[src/rtl/riscv_pkg.sv]
// riscv_pkg: shared types and constants for the multicycle RV32I control path.
package riscv_pkg;

   typedef enum logic [3:0] {
      S_FETCH    = 4'd0,
      S_DECODE   = 4'd1,
      S_MEMADR   = 4'd2,
      S_MEMREAD  = 4'd3,
      S_MEMWB    = 4'd4,
      S_MEMWRITE = 4'd5,
      S_EXECR    = 4'd6,
      S_ALUWB    = 4'd7,
      S_EXECI    = 4'd8,
      S_JAL      = 4'd9,
      S_BEQ      = 4'd10,
      S_TRAP     = 4'd11
   } state_t;

   localparam logic [6:0] OP_LOAD   = 7'b0000011;
   localparam logic [6:0] OP_STORE  = 7'b0100011;
   localparam logic [6:0] OP_R      = 7'b0110011;
   localparam logic [6:0] OP_IMM    = 7'b0010011;
   localparam logic [6:0] OP_JAL    = 7'b1101111;
   localparam logic [6:0] OP_BRANCH = 7'b1100011;

   localparam logic [1:0] ALUOP_ADD   = 2'b00;
   localparam logic [1:0] ALUOP_SUB   = 2'b01;
   localparam logic [1:0] ALUOP_FUNCT = 2'b10;

   localparam logic [3:0] ALU_ADD  = 4'b0000;
   localparam logic [3:0] ALU_SUB  = 4'b0001;
   localparam logic [3:0] ALU_AND  = 4'b0010;
   localparam logic [3:0] ALU_OR   = 4'b0011;
   localparam logic [3:0] ALU_XOR  = 4'b0100;
   localparam logic [3:0] ALU_SLT  = 4'b0101;
   localparam logic [3:0] ALU_SLL  = 4'b0110;
   localparam logic [3:0] ALU_SRL  = 4'b0111;
   localparam logic [3:0] ALU_SRA  = 4'b1000;
   localparam logic [3:0] ALU_SLTU = 4'b1001;

   localparam logic [1:0] IMM_I = 2'b00;
   localparam logic [1:0] IMM_S = 2'b01;
   localparam logic [1:0] IMM_B = 2'b10;
   localparam logic [1:0] IMM_J = 2'b11;

   localparam logic [1:0] RES_ALUOUT    = 2'b00;
   localparam logic [1:0] RES_DATA      = 2'b01;
   localparam logic [1:0] RES_ALURESULT = 2'b10;

   localparam logic [1:0] SRCA_PC    = 2'b00;
   localparam logic [1:0] SRCA_OLDPC = 2'b01;
   localparam logic [1:0] SRCA_RS1   = 2'b10;

   localparam logic [1:0] SRCB_RS2  = 2'b00;
   localparam logic [1:0] SRCB_IMM  = 2'b01;
   localparam logic [1:0] SRCB_FOUR = 2'b10;

   function automatic state_t decode_next(input logic [6:0] op);
      return (op == OP_LOAD || op == OP_STORE) ? S_MEMADR :
             (op == OP_R)      ? S_EXECR :
             (op == OP_IMM)    ? S_EXECI :
             (op == OP_JAL)    ? S_JAL   :
             (op == OP_BRANCH) ? S_BEQ   : S_TRAP;
   endfunction

endpackage

[src/rtl/aluDecoder.sv]
// aluDecoder: maps ALUOp and instruction fields to the ALU operation code.
module aluDecoder
   import riscv_pkg::*;
(
   input  logic [1:0] ALUOp,
   input  logic [2:0] funct3,
   input  logic       funct7_5,
   input  logic       op5,
   output logic [3:0] ALUControl
);

   always_comb begin
      ALUControl = ALU_ADD;
      if (ALUOp == ALUOP_SUB)
         ALUControl = ALU_SUB;
      else if (ALUOp == ALUOP_FUNCT)
         case (funct3)
            // only R-type uses bit 30 to select sub; addi ignores it
            3'b000: ALUControl = (funct7_5 & op5) ? ALU_SUB : ALU_ADD;
            3'b001: ALUControl = ALU_SLL;
            3'b010: ALUControl = ALU_SLT;
            3'b011: ALUControl = ALU_SLTU;
            3'b100: ALUControl = ALU_XOR;
            3'b101: ALUControl = funct7_5 ? ALU_SRA : ALU_SRL;
            3'b110: ALUControl = ALU_OR;
            3'b111: ALUControl = ALU_AND;
         endcase
   end

endmodule

[src/rtl/multicycle_control.sv]
// multicycle_control: Moore sequencer stepping one RV32I instruction through
// fetch/decode/execute/memory/writeback, stalling memory states on mem_ready.
module multicycle_control
   import riscv_pkg::*;
(
   input  logic       clk,
   input  logic       rst,
   input  logic [6:0] op,
   input  logic [2:0] funct3,
   input  logic       funct7_5,
   input  logic       zero,
   input  logic       mem_ready,
   output logic       PCWrite,
   output logic       AdrSrc,
   output logic       MemWrite,
   output logic       IRWrite,
   output logic [1:0] ResultSrc,
   output logic [1:0] ALUSrcA,
   output logic [1:0] ALUSrcB,
   output logic [1:0] ImmSrc,
   output logic [3:0] ALUControl,
   output logic       RegWrite,
   output logic       illegal,
   output logic [3:0] state_o
);

   state_t     state_q, state_d;
   logic       pc_update, branch, ir_write, mem_write, reg_write;
   logic [1:0] alu_op;

   always_comb begin
      state_d   = state_q;
      pc_update = 1'b0;
      branch    = 1'b0;
      ir_write  = 1'b0;
      mem_write = 1'b0;
      reg_write = 1'b0;
      AdrSrc    = 1'b0;
      ResultSrc = RES_ALUOUT;
      ALUSrcA   = SRCA_PC;
      ALUSrcB   = SRCB_RS2;
      alu_op    = ALUOP_ADD;
      case (state_q)
         S_FETCH: begin
            ResultSrc = RES_ALURESULT;
            ALUSrcB   = SRCB_FOUR;
            ir_write  = mem_ready;
            pc_update = mem_ready;
            state_d   = mem_ready ? S_DECODE : S_FETCH;
         end
         S_DECODE: begin
            ALUSrcA = SRCA_OLDPC;
            ALUSrcB = SRCB_IMM;
            state_d = decode_next(op);
         end
         S_MEMADR: begin
            ALUSrcA = SRCA_RS1;
            ALUSrcB = SRCB_IMM;
            state_d = op[5] ? S_MEMWRITE : S_MEMREAD;
         end
         S_MEMREAD: begin
            AdrSrc  = 1'b1;
            state_d = mem_ready ? S_MEMWB : S_MEMREAD;
         end
         S_MEMWB: begin
            ResultSrc = RES_DATA;
            reg_write = 1'b1;
            state_d   = S_FETCH;
         end
         S_MEMWRITE: begin
            AdrSrc    = 1'b1;
            mem_write = 1'b1;
            state_d   = mem_ready ? S_FETCH : S_MEMWRITE;
         end
         S_EXECR: begin
            ALUSrcA = SRCA_RS1;
            alu_op  = ALUOP_FUNCT;
            state_d = S_ALUWB;
         end
         S_EXECI: begin
            ALUSrcA = SRCA_RS1;
            ALUSrcB = SRCB_IMM;
            alu_op  = ALUOP_FUNCT;
            state_d = S_ALUWB;
         end
         S_ALUWB: begin
            reg_write = 1'b1;
            state_d   = S_FETCH;
         end
         S_JAL: begin
            ALUSrcA   = SRCA_OLDPC;
            ALUSrcB   = SRCB_FOUR;
            pc_update = 1'b1;
            state_d   = S_ALUWB;
         end
         S_BEQ: begin
            ALUSrcA = SRCA_RS1;
            alu_op  = ALUOP_SUB;
            branch  = 1'b1;
            state_d = S_FETCH;
         end
         default: ;
      endcase
   end

   always_ff @(posedge clk or posedge rst)
      if (rst) state_q <= S_FETCH;
      else     state_q <= state_d;

   aluDecoder u_alu_dec (
      .ALUOp      (alu_op),
      .funct3     (funct3),
      .funct7_5   (funct7_5),
      .op5        (op[5]),
      .ALUControl (ALUControl)
   );

   // only beq/bne can be taken; other branch funct3 values never redirect the PC
   assign PCWrite  = ~rst & (pc_update | (branch & (funct3[2:1] == 2'b00) & (zero ^ funct3[0])));
   assign IRWrite  = ~rst & ir_write;
   assign MemWrite = ~rst & mem_write;
   assign RegWrite = ~rst & reg_write;
   assign illegal  = ~rst & (state_q == S_TRAP);
   assign state_o  = state_q;
   assign ImmSrc   = (op == OP_STORE)  ? IMM_S :
                     (op == OP_BRANCH) ? IMM_B :
                     (op == OP_JAL)    ? IMM_J : IMM_I;

endmodule

[config.mk]
export PLATFORM = sky130hd
export DESIGN_NAME = multicycle_control
export DESIGN_NICKNAME = d
export VERILOG_FILES = /design/src/rtl/riscv_pkg.sv /design/src/rtl/aluDecoder.sv /design/src/rtl/multicycle_control.sv
export SDC_FILE = /design/constraint.sdc
export NUM_CORES = 1
export LEC_CHECK = 0
export ABC_AREA = 1
export BUFFER_PORTS_ARGS = -buffer_cell sky130_fd_sc_hd__buf_4
export CORE_UTILIZATION = 40
export DETAILED_ROUTE_END_ITERATION = 8
export GPL_TIMING_DRIVEN = 0
export PLACE_DENSITY = 0.85
export SYNTH_ARGS = -nofsm -noshare
export SYNTH_HDL_FRONTEND = slang
export SYNTH_SLANG_ARGS = --single-unit
[constraint.sdc]
create_clock -name clk -period 1.5 [get_ports clk]
set_clock_uncertainty 0.15 [all_clocks]
set_input_delay 0.225 -clock clk [delete_from_list [all_inputs] [get_ports clk]]
set_output_delay 0.225 -clock clk [all_outputs]
set_load 0.05 [all_outputs]
==> Flow_metrics.wiki, run 1 <==
{| class="wikitable"
! Metric !! Value
|-
| Outcome || did not finish
|-
| Stage at which the flow ended || global routing (5_1_grt)
|-
| Error || [ERROR GRT-0232] Routing congestion too high. Check the congestion heatmap in the GUI.
|-
| Mean post-synth cell area || 5.263 µm²
|-
| Final weighted congestion of routability-driven global placement || 0.8468
|-
| Cell area after synthesis || 636.9 µm²
|-
| Die width || 41.90 µm
|-
| Worst endpoint type || primary output
|-
| Number of warnings printed during yosys synthesis || 0
|-
| Num ports || 37
|-
| Total routing resource utilization after global routing || 68.24%
|-
| Deepest level of the CTS H-tree || 1
|-
| Number of sinks handled by clock tree synthesis || 4
|-
| Minimum setup slack after placement || -0.3442 ns
|-
| Number of cell rows || 14
|-
| Register bit total from synthesis || 4
|-
| # port buffers || 36
|-
| Overflow left after global routing || 25
|-
| Dpl cells || 173
|-
| Post-synthesis sequential area ratio || 15.72%
|-
| Die span in y || 41.90 µm
|-
| Synthesized netlist cell count || 121
|-
| Largest buffer count on any clock path || 2
|-
| Number of nets produced by synthesis || 136
|-
| Initial cell density of the core || 42.77%
|-
| Cell at the root of the clock tree || clkbuf_4
|-
| Detailed-placement wirelength estimate || 1.619 mm
|-
| Largest net degree at the start of global routing || 7
|-
| Endpoint with the least setup slack after the last repair || PCWrite
|-
| Count of different cell masters after synthesis || 20
|-
| CTS Buf Count || 3
|}
## Yosys cell counts
cell	number	area share (%)
nor2_2	5	4.9
inv_2	2	1.2
o21ai_0	4	3.1
nand3_2	1	1.6
nor2_4	1	1.8
nand3_1	7	5.5
o211ai_1	1	1.2
nand4_1	7	6.9
nand3b_1	1	1.2
nand2_2	3	2.9
a31oi_1	1	0.98
a21oi_1	5	3.9
nand2_1	31	18
a21oi_2	2	2.8
o21ai_1	1	0.79
nor2_1	16	9.4
dfrtp_1	4	16
nor4_1	1	0.98
inv_1	26	15
nor3_1	2	1.6
## routing by layer
layer | track usage, % | GRT overflow
met4 | 77.42 | 12
met3 | 40.00 | 0
met5 | 0 | 0
met1 | 67.84 | 0
met2 | 90.94 | 13
## per-stage QoR
step                utilization [%]  cell area (µm²)  TNS (ns)
floorplan                         -            757.0    -4.430
global placement              70.34             1047    -1.857
detailed placement            70.34             1047    -2.076
CTS                           91.60             1364    -4.214
## timing repair
| item | 4_1_cts |
|---|---|
| resized for setup | 50 |
| endpoints found under the setup margin | 18 |
| endpoints found under the hold margin | 4 |
| pin swaps | 16 |
| setup buffers | 15 |
| hold buffers | 1 |
## kinds of logic after synthesis
group                  count (synthesis)  share of synthesized area [%]
DFF                                    4                          15.72
and+or+nand+nor                       75                          55.01
AOI/OAI and AO/OA                     14                          12.77
buffers and inverters                 28                          16.50
==> run 2, diff against run 1 <==
--- a/config.mk
+++ b/config.mk
@@ -7,10 +7,11 @@
 export LEC_CHECK = 0
 export ABC_AREA = 1
 export BUFFER_PORTS_ARGS = -buffer_cell sky130_fd_sc_hd__buf_4
-export CORE_UTILIZATION = 40
+export CORE_AREA = 2 2 63 65
 export DETAILED_ROUTE_END_ITERATION = 8
+export DIE_AREA = 0 0 65 67
 export GPL_TIMING_DRIVEN = 0
-export PLACE_DENSITY = 0.85
+export PLACE_DENSITY_LB_ADDON = 0.15
 export SYNTH_ARGS = -nofsm -noshare
 export SYNTH_HDL_FRONTEND = slang
 export SYNTH_SLANG_ARGS = --single-unit
==> Flow_metrics.wiki, run 2 <==
{| class="wikitable"
! Metric !! Value
|-
| Outcome || complete, but fails checks (was did not finish)
|-
| Violations in the final reports || negative setup slack
|-
| Adder-Cell Fraction of Synth Area || 0% (unchanged)
|-
| Final wirelength || 2.491 mm
|-
| Total routing resource utilization after global routing || 11.85%
|-
| Count of different cell masters after synthesis || 20 (unchanged)
|-
| Via count normalized by instance count || 4.349
|-
| Top library cells by usage in the layout, fill and taps aside || 38 x buf_4, 20 x nand2_1, 16 x inv_1, 16 x buf_6, 14 x nor2_4
|-
| Endpoints failing setup || 19
|-
| Synthesized netlist cell count || 121 (unchanged)
|-
| Post-synthesis sequential area ratio || 15.72% (unchanged)
|-
| Delay-heaviest family, CP || flip-flops
|-
| Crit-path most repeated cell || nor2_4
|-
| CTS tree || built
|-
| Transition time at the pin with the least slew margin || 0.2789 ns
|-
| Logic gate share of total power || 21.7%
|-
| Num ports || 37 (unchanged)
|-
| Die span in y || 67 µm (was 41.90 µm)
|-
| Hold depth || 3
|-
| Number of cell rows || 22 (was 14)
|-
| Flip-flop and latch area || 107.6 µm²
|-
| Unrepaired setup endpoints after global routing || true
|-
| Highest fanout seen on the critical path || 6
|-
| Placed cell areas || 1087 µm² (was 1047 µm²)
|-
| Power density of the placed cells || 282.4 nW/µm²
|-
| Largest net degree at the start of global routing || 7
|-
| Register bit total from synthesis || 4 (unchanged)
|-
| Reg clk slew, reported paths || 0.03 ns
|-
| Initial cell density of the core || 17.66% (was 42.77%)
|-
| Largest buffer count on any clock path || 2 (unchanged)
|-
| Ratio of cells with drive above 1 in the final layout || 64.67%
|-
| Max stage delay cell, worst path || dfrtp_4
|-
| Cell at the root of the clock tree || clkbuf_8 (was clkbuf_4)
|-
| Area growth from synthesis to final layout || 142.0%
|-
| Dominant cell type by area after synthesis || nand2_1 (unchanged)
|-
| Worst R2R Path Depth || 11
|-
| Vias in the first global route || 979
|-
| Flip-flop count of the largest register, all copies and words added || 4
|-
| Reported net switching power || 0.1147 mW
|-
| Total number of vias || 1009
|-
| Crit path setup slack, layout || -0.3578 ns
|-
| Most frequently used cell type in the post-synthesis netlist || nand2_1 (unchanged)
|-
| Required time at the endpoint of the critical path || 1.12 ns
|-
| Post-Route Utilization || 42.75%
|-
| Area share of the largest cell type after synthesis || 18.27% (unchanged)
|-
| Post-synthesis compound-gate area fraction || 12.77% (unchanged)
|-
| Power Total || 0.4353 mW
|-
| Combined area of the multi-input logic cells || 665.6 µm²
|-
| Number of sinks handled by clock tree synthesis || 4 (unchanged)
|-
| Worst Setup Start Kind || flip-flop
|-
| Cell count along the critical path || 6
|-
| Post-synth EDFFs || 0 (unchanged)
|-
| Mean post-synth cell area || 5.263 µm² (unchanged)
|-
| Start point of the critical path || state_o[0]
|-
| Overflow left after global routing || 0
|-
| Number of max-capacitance violations reported || 0
|-
| Setup slack of the worst register-to-register path || -0.27 ns
|-
| CTS Buf Count || 3 (unchanged)
|-
| Worst voltage drop across the vdd grid || 207.4 µV
|-
| Deepest level of the CTS H-tree || 1 (unchanged)
|-
| Number of nets with antenna violations after detailed routing || 0
|-
| Share of flip-flops with an asynchronous set or reset after synthesis || 100.0% (unchanged)
|-
| Initial antenna violation count || 0
|-
| Crit Reg-Reg Endpoint || state_o[0]
|-
| Dominant combinational cell family by area after synthesis || simple AND/OR/NAND/NOR gates (unchanged)
|-
| Class of the most critical setup path || flip-flop to output pin
|-
| Design area || 1541 µm²
|-
| Detailed-placement wirelength estimate || 1.842 mm (was 1.619 mm)
|-
| Hold WC Path Type || input pin to flip-flop
|-
| Cell area after synthesis || 636.9 µm² (unchanged)
|-
| # port buffers || 36 (unchanged)
|-
| Xor and xnor fraction of the mapped netlist area || 0% (unchanged)
|-
| Violation count after the first detailed-routing iteration || 28
|-
| Detailed-route DRC error count || 0
|-
| Final Hold Vio Count || 0
|-
| Number of warnings printed during yosys synthesis || 0 (unchanged)
|-
| Clock insertion delay at the later pin of the skew report || 0.22 ns
|-
| Die width || 65 µm (was 41.90 µm)
|-
| Share of total power consumed by net switching || 26.35%
|-
| Cell leakage power || 0.7868 nW
|-
| Max Slew Vio Count || 0
|-
| Pre-Repair DR Iteration Count || 4
|-
| Total number of nets in the final design || 201
|-
| Most common library cell in the layout ignoring fill and taps || buf_4
|-
| Cell types occupying the most area after synthesis || nand2_1 18%, dfrtp_1 16%, inv_1 15% (unchanged)
|-
| Core area || 3606 µm²
|-
| Die area || 4355 µm²
|-
| Launch instance of the worst register-to-register path || state_o[0]
|-
| Worst max-slew margin expressed relative to the limit || 81.40%
|-
| Filler Cell Count || 367
|-
| Final critical-path required period || 1.858 ns
|-
| Register share of total power || 24.9%
|-
| Bufs and invs on worst path || 2
|-
| Global-route wire length before repair || 4.002 mm
|-
| Max incr delay on CP || 0.52 ns
|-
| Cell-internal power || 0.3206 mW
|-
| Most frequent cells after synthesis || 31 x nand2_1, 26 x inv_1, 16 x nor2_1, 7 x nand3_1, 7 x nand4_1 (unchanged)
|-
| Maximum frequency from static timing analysis || 538.3 MHz
|-
| Number of nets produced by synthesis || 136 (unchanged)
|-
| Wirelength per Cell || 10.74 µm
|-
| Clock share of power || 53.3%
|-
| Arrival @ worst endpoint || 1.48 ns
|-
| Post-route fraction of the period consumed by the critical path || 123.9%
|-
| Critical Path, Cell by Cell || nor2_4 -> inv_4 -> nor2_4 -> nand2_4 -> a31oi_4 -> buf_6
|-
| Kind of capture point of the worst setup path || output pin
|-
| Most instantiated flip-flop cell in the synthesis netlist || dfrtp_1 (unchanged)
|-
| Timing endpoint of the critical path || PCWrite
|-
| Final weighted congestion of routability-driven global placement || 0.8191 (was 0.8468)
|-
| Antenna cells || 0
|-
| Post-synthesis mux area share || 0% (unchanged)
|-
| Simple-gate portion of the synthesized area || 55.01% (unchanged)
|}
## run 2: metal layers
| layer | share of wire (%) | track usage [%] | vias to the layer above | wire, µm |
|---|---|---|---|---|
| li1 | - | - | 515 | - |
| met4 | 0.20 | 3.191 | 0 | 5 |
| met1 | 40 | 13.29 | 453 | 1007 |
| met3 | 7.0 | 2.703 | 2 | 175 |
| met5 | 0 | 0 | - | 0 |
| met2 | 52 | 22.29 | 39 | 1303 |
## run 2: worst min-delay path, cell delays in order
cell and delay, ns:
buf_4 0.11, nand2_1 0.05, nand4_1 0.09
## run 2: worst min path at each step
stage          start          to  slack, ns
6_report       op[5]  state_o[2]       0.14
5_1_grt        op[5]  state_o[2]       0.16
4_1_cts        op[5]  state_o[2]       0.15
3_5_place_dp     rst  state_o[0]       0.06
3_3_place_gp     rst  state_o[0]       0.06
2_1_floorplan    rst  state_o[0]      -0.16
## run 2: what timing repair did
item / 4_1_cts / 5_1_grt
endpoints found under the setup margin: 18 / 21
gates resized for setup: 47 / 19
pin swaps: 9 / 10
endpoints found under the hold margin: 4 / 0
hold buffers: 1 / 0
buffers inserted: 19 / 5
## run 2: per-stage QoR
| stage | setup slack (ns) | TNS, ns | cells | hold slack (ns) |
|---|---|---|---|---|
| final | -0.3578 | -4.729 | 232 | 0.1415 |
| after floorplan | -0.4346 | -4.430 | 121 | -0.1591 |
| after global placement | -0.3961 | -2.639 | 205 | 0.05717 |
| after detailed placement | -0.3895 | -2.619 | 205 | 0.06374 |
| after CTS | -0.3427 | -4.630 | 228 | 0.1477 |
| after global routing | -0.4337 | -6.023 | 232 | 0.1589 |
## run 2: final cells by class
class                   count  share of cell area, %
multi-input cells          89                  43.18
repair buffers             60                  35.71
inverters                  28                  7.549
flip-flops and latches      4                  6.980
well taps                  48                  3.896
clock buffers               3                  2.679
## run 2: logic make-up after synthesis
group / count (synthesis)
DFF: 4
AOI/OAI and AO/OA: 14
buffers and inverters: 28
and+or+nand+nor: 75
## run 2: power groups by stage
| stage | registers, mW | logic (mW) | clock network (mW) |
|---|---|---|---|
| after floorplan | 0.110 | 0.0330 | 0 |
| after global placement | 0.110 | 0.0799 | 0 |
| after detailed placement | 0.110 | 0.0818 | 0 |
| after CTS | 0.109 | 0.0869 | 0.230 |
| after global routing | 0.109 | 0.104 | 0.248 |
| final | 0.109 | 0.0945 | 0.232 |
Power figures use the tool's default switching activity.
==> run 3, diff against run 2 <==
--- a/config.mk
+++ b/config.mk
@@ -11,7 +11,6 @@
 export DETAILED_ROUTE_END_ITERATION = 8
 export DIE_AREA = 0 0 65 67
 export GPL_TIMING_DRIVEN = 0
-export PLACE_DENSITY_LB_ADDON = 0.15
 export SYNTH_ARGS = -nofsm -noshare
 export SYNTH_HDL_FRONTEND = slang
 export SYNTH_SLANG_ARGS = --single-unit
==> Flow_metrics.wiki, run 3 (same netlist as run 2, synthesis figures left out) <==
{| class="wikitable"
! Metric !! Value
|-
| Total routing resource utilization after global routing || 11.65% (was 11.85%)
|-
| Register share of total power || 25.8% (was 24.9%)
|-
| Overflow left after global routing || 0 (unchanged)
|-
| Most common library cell in the layout ignoring fill and taps || buf_4 (unchanged)
|-
| Endpoints failing setup || 17 (was 19)
|-
| Ratio of cells with drive above 1 in the final layout || 62.15% (was 64.67%)
|-
| Initial antenna violation count || 0 (unchanged)
|-
| Finished Layout Cells || 225 (was 232)
|-
| Final weighted congestion of routability-driven global placement || 0.8152 (was 0.8191)
|-
| Via count normalized by instance count || 4.098 (was 4.349)
|-
| Worst R2R Path Depth || 10 (was 11)
|-
| Power Total || 0.4217 mW (was 0.4353 mW)
|-
| Die area || 4355 µm² (unchanged)
|-
| Reg clk slew, reported paths || 0.03 ns (about the same)
|-
| Top library cells by usage in the layout, fill and taps aside || 30 x buf_4, 23 x nand2_1, 17 x buf_6 (was 38 x buf_4, 20 x nand2_1, 16 x inv_1, 16 x buf_6, 14 x nor2_4)
|-
| Worst max-slew margin expressed relative to the limit || 83.21% (was 81.40%)
|-
| Worst Setup Start Kind || flip-flop (unchanged)
|-
| Logic gate share of total power || 21.4% (was 21.7%)
|-
| Largest net degree at the start of global routing || 7 (unchanged)
|-
| Total number of vias || 922 (was 1009)
|-
| Detailed-route DRC error count || 0 (unchanged)
|-
| Max stage delay cell, worst path || dfrtp_4 (unchanged)
|-
| Number of sinks handled by clock tree synthesis || 4 (unchanged)
|-
| Launch instance of the worst register-to-register path || state_o[0] (unchanged)
|-
| # port buffers || 36 (unchanged)
|-
| Reported net switching power || 0.1028 mW (was 0.1147 mW)
|-
| Crit Reg-Reg Endpoint || state_o[0] (unchanged)
|-
| Vias in the first global route || 943 (was 979)
|-
| Worst voltage drop across the vdd grid || 389.8 µV (was 207.4 µV)
|-
| Timing endpoint of the critical path || PCWrite (unchanged)
|-
| Deepest level of the CTS H-tree || 1 (unchanged)
|-
| Total number of nets in the final design || 194 (was 201)
|-
| Critical Path, Cell by Cell || nor2_4 -> nand4_1 -> a31oi_4 -> buf_6 (was nor2_4 -> inv_4 -> nor2_4 -> nand2_4 -> a31oi_4 -> buf_6)
|-
| Final Hold Vio Count || 0 (unchanged)
|-
| Setup TNS after final layout || -3.806 ns (was -4.729 ns)
|-
| Kind of capture point of the worst setup path || output pin (unchanged)
|-
| Share of total power consumed by net switching || 24.38% (was 26.35%)
|-
| Cell at the root of the clock tree || clkbuf_8 (unchanged)
|-
| Num ports || 37 (unchanged)
|-
| Die width || 65 µm (unchanged)
|-
| Initial cell density of the core || 17.66% (unchanged)
|-
| Post-route fraction of the period consumed by the critical path || 123.5% (was 123.9%)
|-
| Hold WC Path Type || input pin to flip-flop (unchanged)
|-
| Start point of the critical path || state_o[0] (unchanged)
|-
| Largest buffer count on any clock path || 2 (unchanged)
|-
| Pre-Repair DR Iteration Count || 4 (unchanged)
|-
| Final wirelength || 2.371 mm (was 2.491 mm)
|-
| Outcome || complete, but fails checks (unchanged)
|-
| Detailed-placement wirelength estimate || 1.755 mm (was 1.842 mm)
|-
| Area growth from synthesis to final layout || 130.8% (was 142.0%)
|-
| CTS Buf Count || 3 (unchanged)
|-
| Maximum frequency from static timing analysis || 539.7 MHz (was 538.3 MHz)
|-
| Core area || 3606 µm² (unchanged)
|-
| Dpl cells || 205 (unchanged)
|-
| Required time at the endpoint of the critical path || 1.12 ns (about the same)
|-
| Design area || 1470 µm² (was 1541 µm²)
|-
| Global-route wire length before repair || 3.981 mm (was 4.002 mm)
|-
| Post-Route Utilization || 40.77% (was 42.75%)
|-
| Die span in y || 67 µm (unchanged)
|-
| Number of max-capacitance violations reported || 0 (unchanged)
|-
| Crit path setup slack, layout || -0.3530 ns (was -0.3578 ns)
|-
| Placed cell areas || 1087 µm² (unchanged)
|-
| Cell leakage power || 0.7281 nW (was 0.7868 nW)
|-
| Highest fanout seen on the critical path || 5 (was 6)
|-
| Violations in the final reports || negative setup slack (unchanged)
|-
| Number of cell rows || 22 (unchanged)
|-
| Transition time at the pin with the least slew margin || 0.2518 ns (was 0.2789 ns)
|-
| Flip-flop count of the largest register, all copies and words added || 4 (unchanged)
|-
| Power density of the placed cells || 286.9 nW/µm² (was 282.4 nW/µm²)
|-
| Wirelength per Cell || 10.54 µm (was 10.74 µm)
|-
| Unrepaired setup endpoints after global routing || true (unchanged)
|-
| Clock share of power || 52.9% (was 53.3%)
|-
| Arrival @ worst endpoint || 1.48 ns (about the same)
|-
| Max Slew Vio Count || 0 (unchanged)
|-
| Final critical-path required period || 1.853 ns (was 1.858 ns)
|-
| Clock insertion delay at the later pin of the skew report || 0.22 ns (about the same)
|-
| Class of the most critical setup path || flip-flop to output pin (unchanged)
|-
| Max incr delay on CP || 0.51 ns (was 0.52 ns)
|-
| Cell-internal power || 0.3189 mW (was 0.3206 mW)
|-
| Number of nets with antenna violations after detailed routing || 0 (unchanged)
|-
| Setup slack of the worst register-to-register path || -0.01 ns (was -0.27 ns)
|-
| Antenna cells || 0 (unchanged)
|-
| CTS tree || built (unchanged)
|-
| Minimum setup slack after placement || -0.3510 ns (was -0.3895 ns)
|-
| Violation count after the first detailed-routing iteration || 41 (was 28)
|-
| Worst hold slack || 0.1477 ns (was 0.1415 ns)
|}
[run 3: cell count changes in the layout (fill, tap and decap cells not counted), sizes merged]
| cell | previous run | this run |
|---|---|---|
| buf | 59 | 52 |
[run 3: layer usage]
layer,routed length (µm),global-route usage [%]
met1,1033,14.63
met3,138,2.534
met2,1199,20.75
met5,0,0
met4,0,1.596
[run 3: power groups by stage]
stage,logic [mW],registers [mW],clock network [mW]
after global routing,0.100,0.109,0.242
after detailed placement,0.0801,0.110,0
after floorplan,0.0330,0.110,0
after global placement,0.0799,0.110,0
final,0.0901,0.109,0.223
after CTS,0.0836,0.109,0.228
[run 3: how the worst min path moves through the flow]
stage,startpoint,to,cells past startpoint
2_1_floorplan,rst,state_o[0],1
3_3_place_gp,rst,state_o[0],2
3_5_place_dp,rst,state_o[0],2
4_1_cts,op[5],state_o[2],3
5_1_grt,op[5],state_o[2],3
6_report,op[5],state_o[2],3
[run 3: cell type report]
cell class | count | area (µm²)
flip-flops and latches | 4 | 107.6
repair buffers | 53 | 501.7
fillers | 380 | 2136
inverters | 28 | 113.9
well taps | 48 | 60.06
clock buffers | 3 | 41.29
multi-input cells | 89 | 645.6
[run 3: worst max-delay path, delay by kind of cell, from the launching register on]
| kind | cells | cell delay (ns) |
|---|---|---|
| flops | 1 | 0.51 |
| simple gates | 2 | 0.36 |
| compound gates | 1 | 0.21 |
| buf+inv | 1 | 0.18 |
[run 3: timing repair]
action,4_1_cts,5_1_grt
gates cloned,0,0
endpoints found under the setup margin,17,21
endpoints found under the hold margin,4,0
hold buffers,1,0
buffers inserted,15,3
gates resized for setup,44,19
pin swaps,8,8
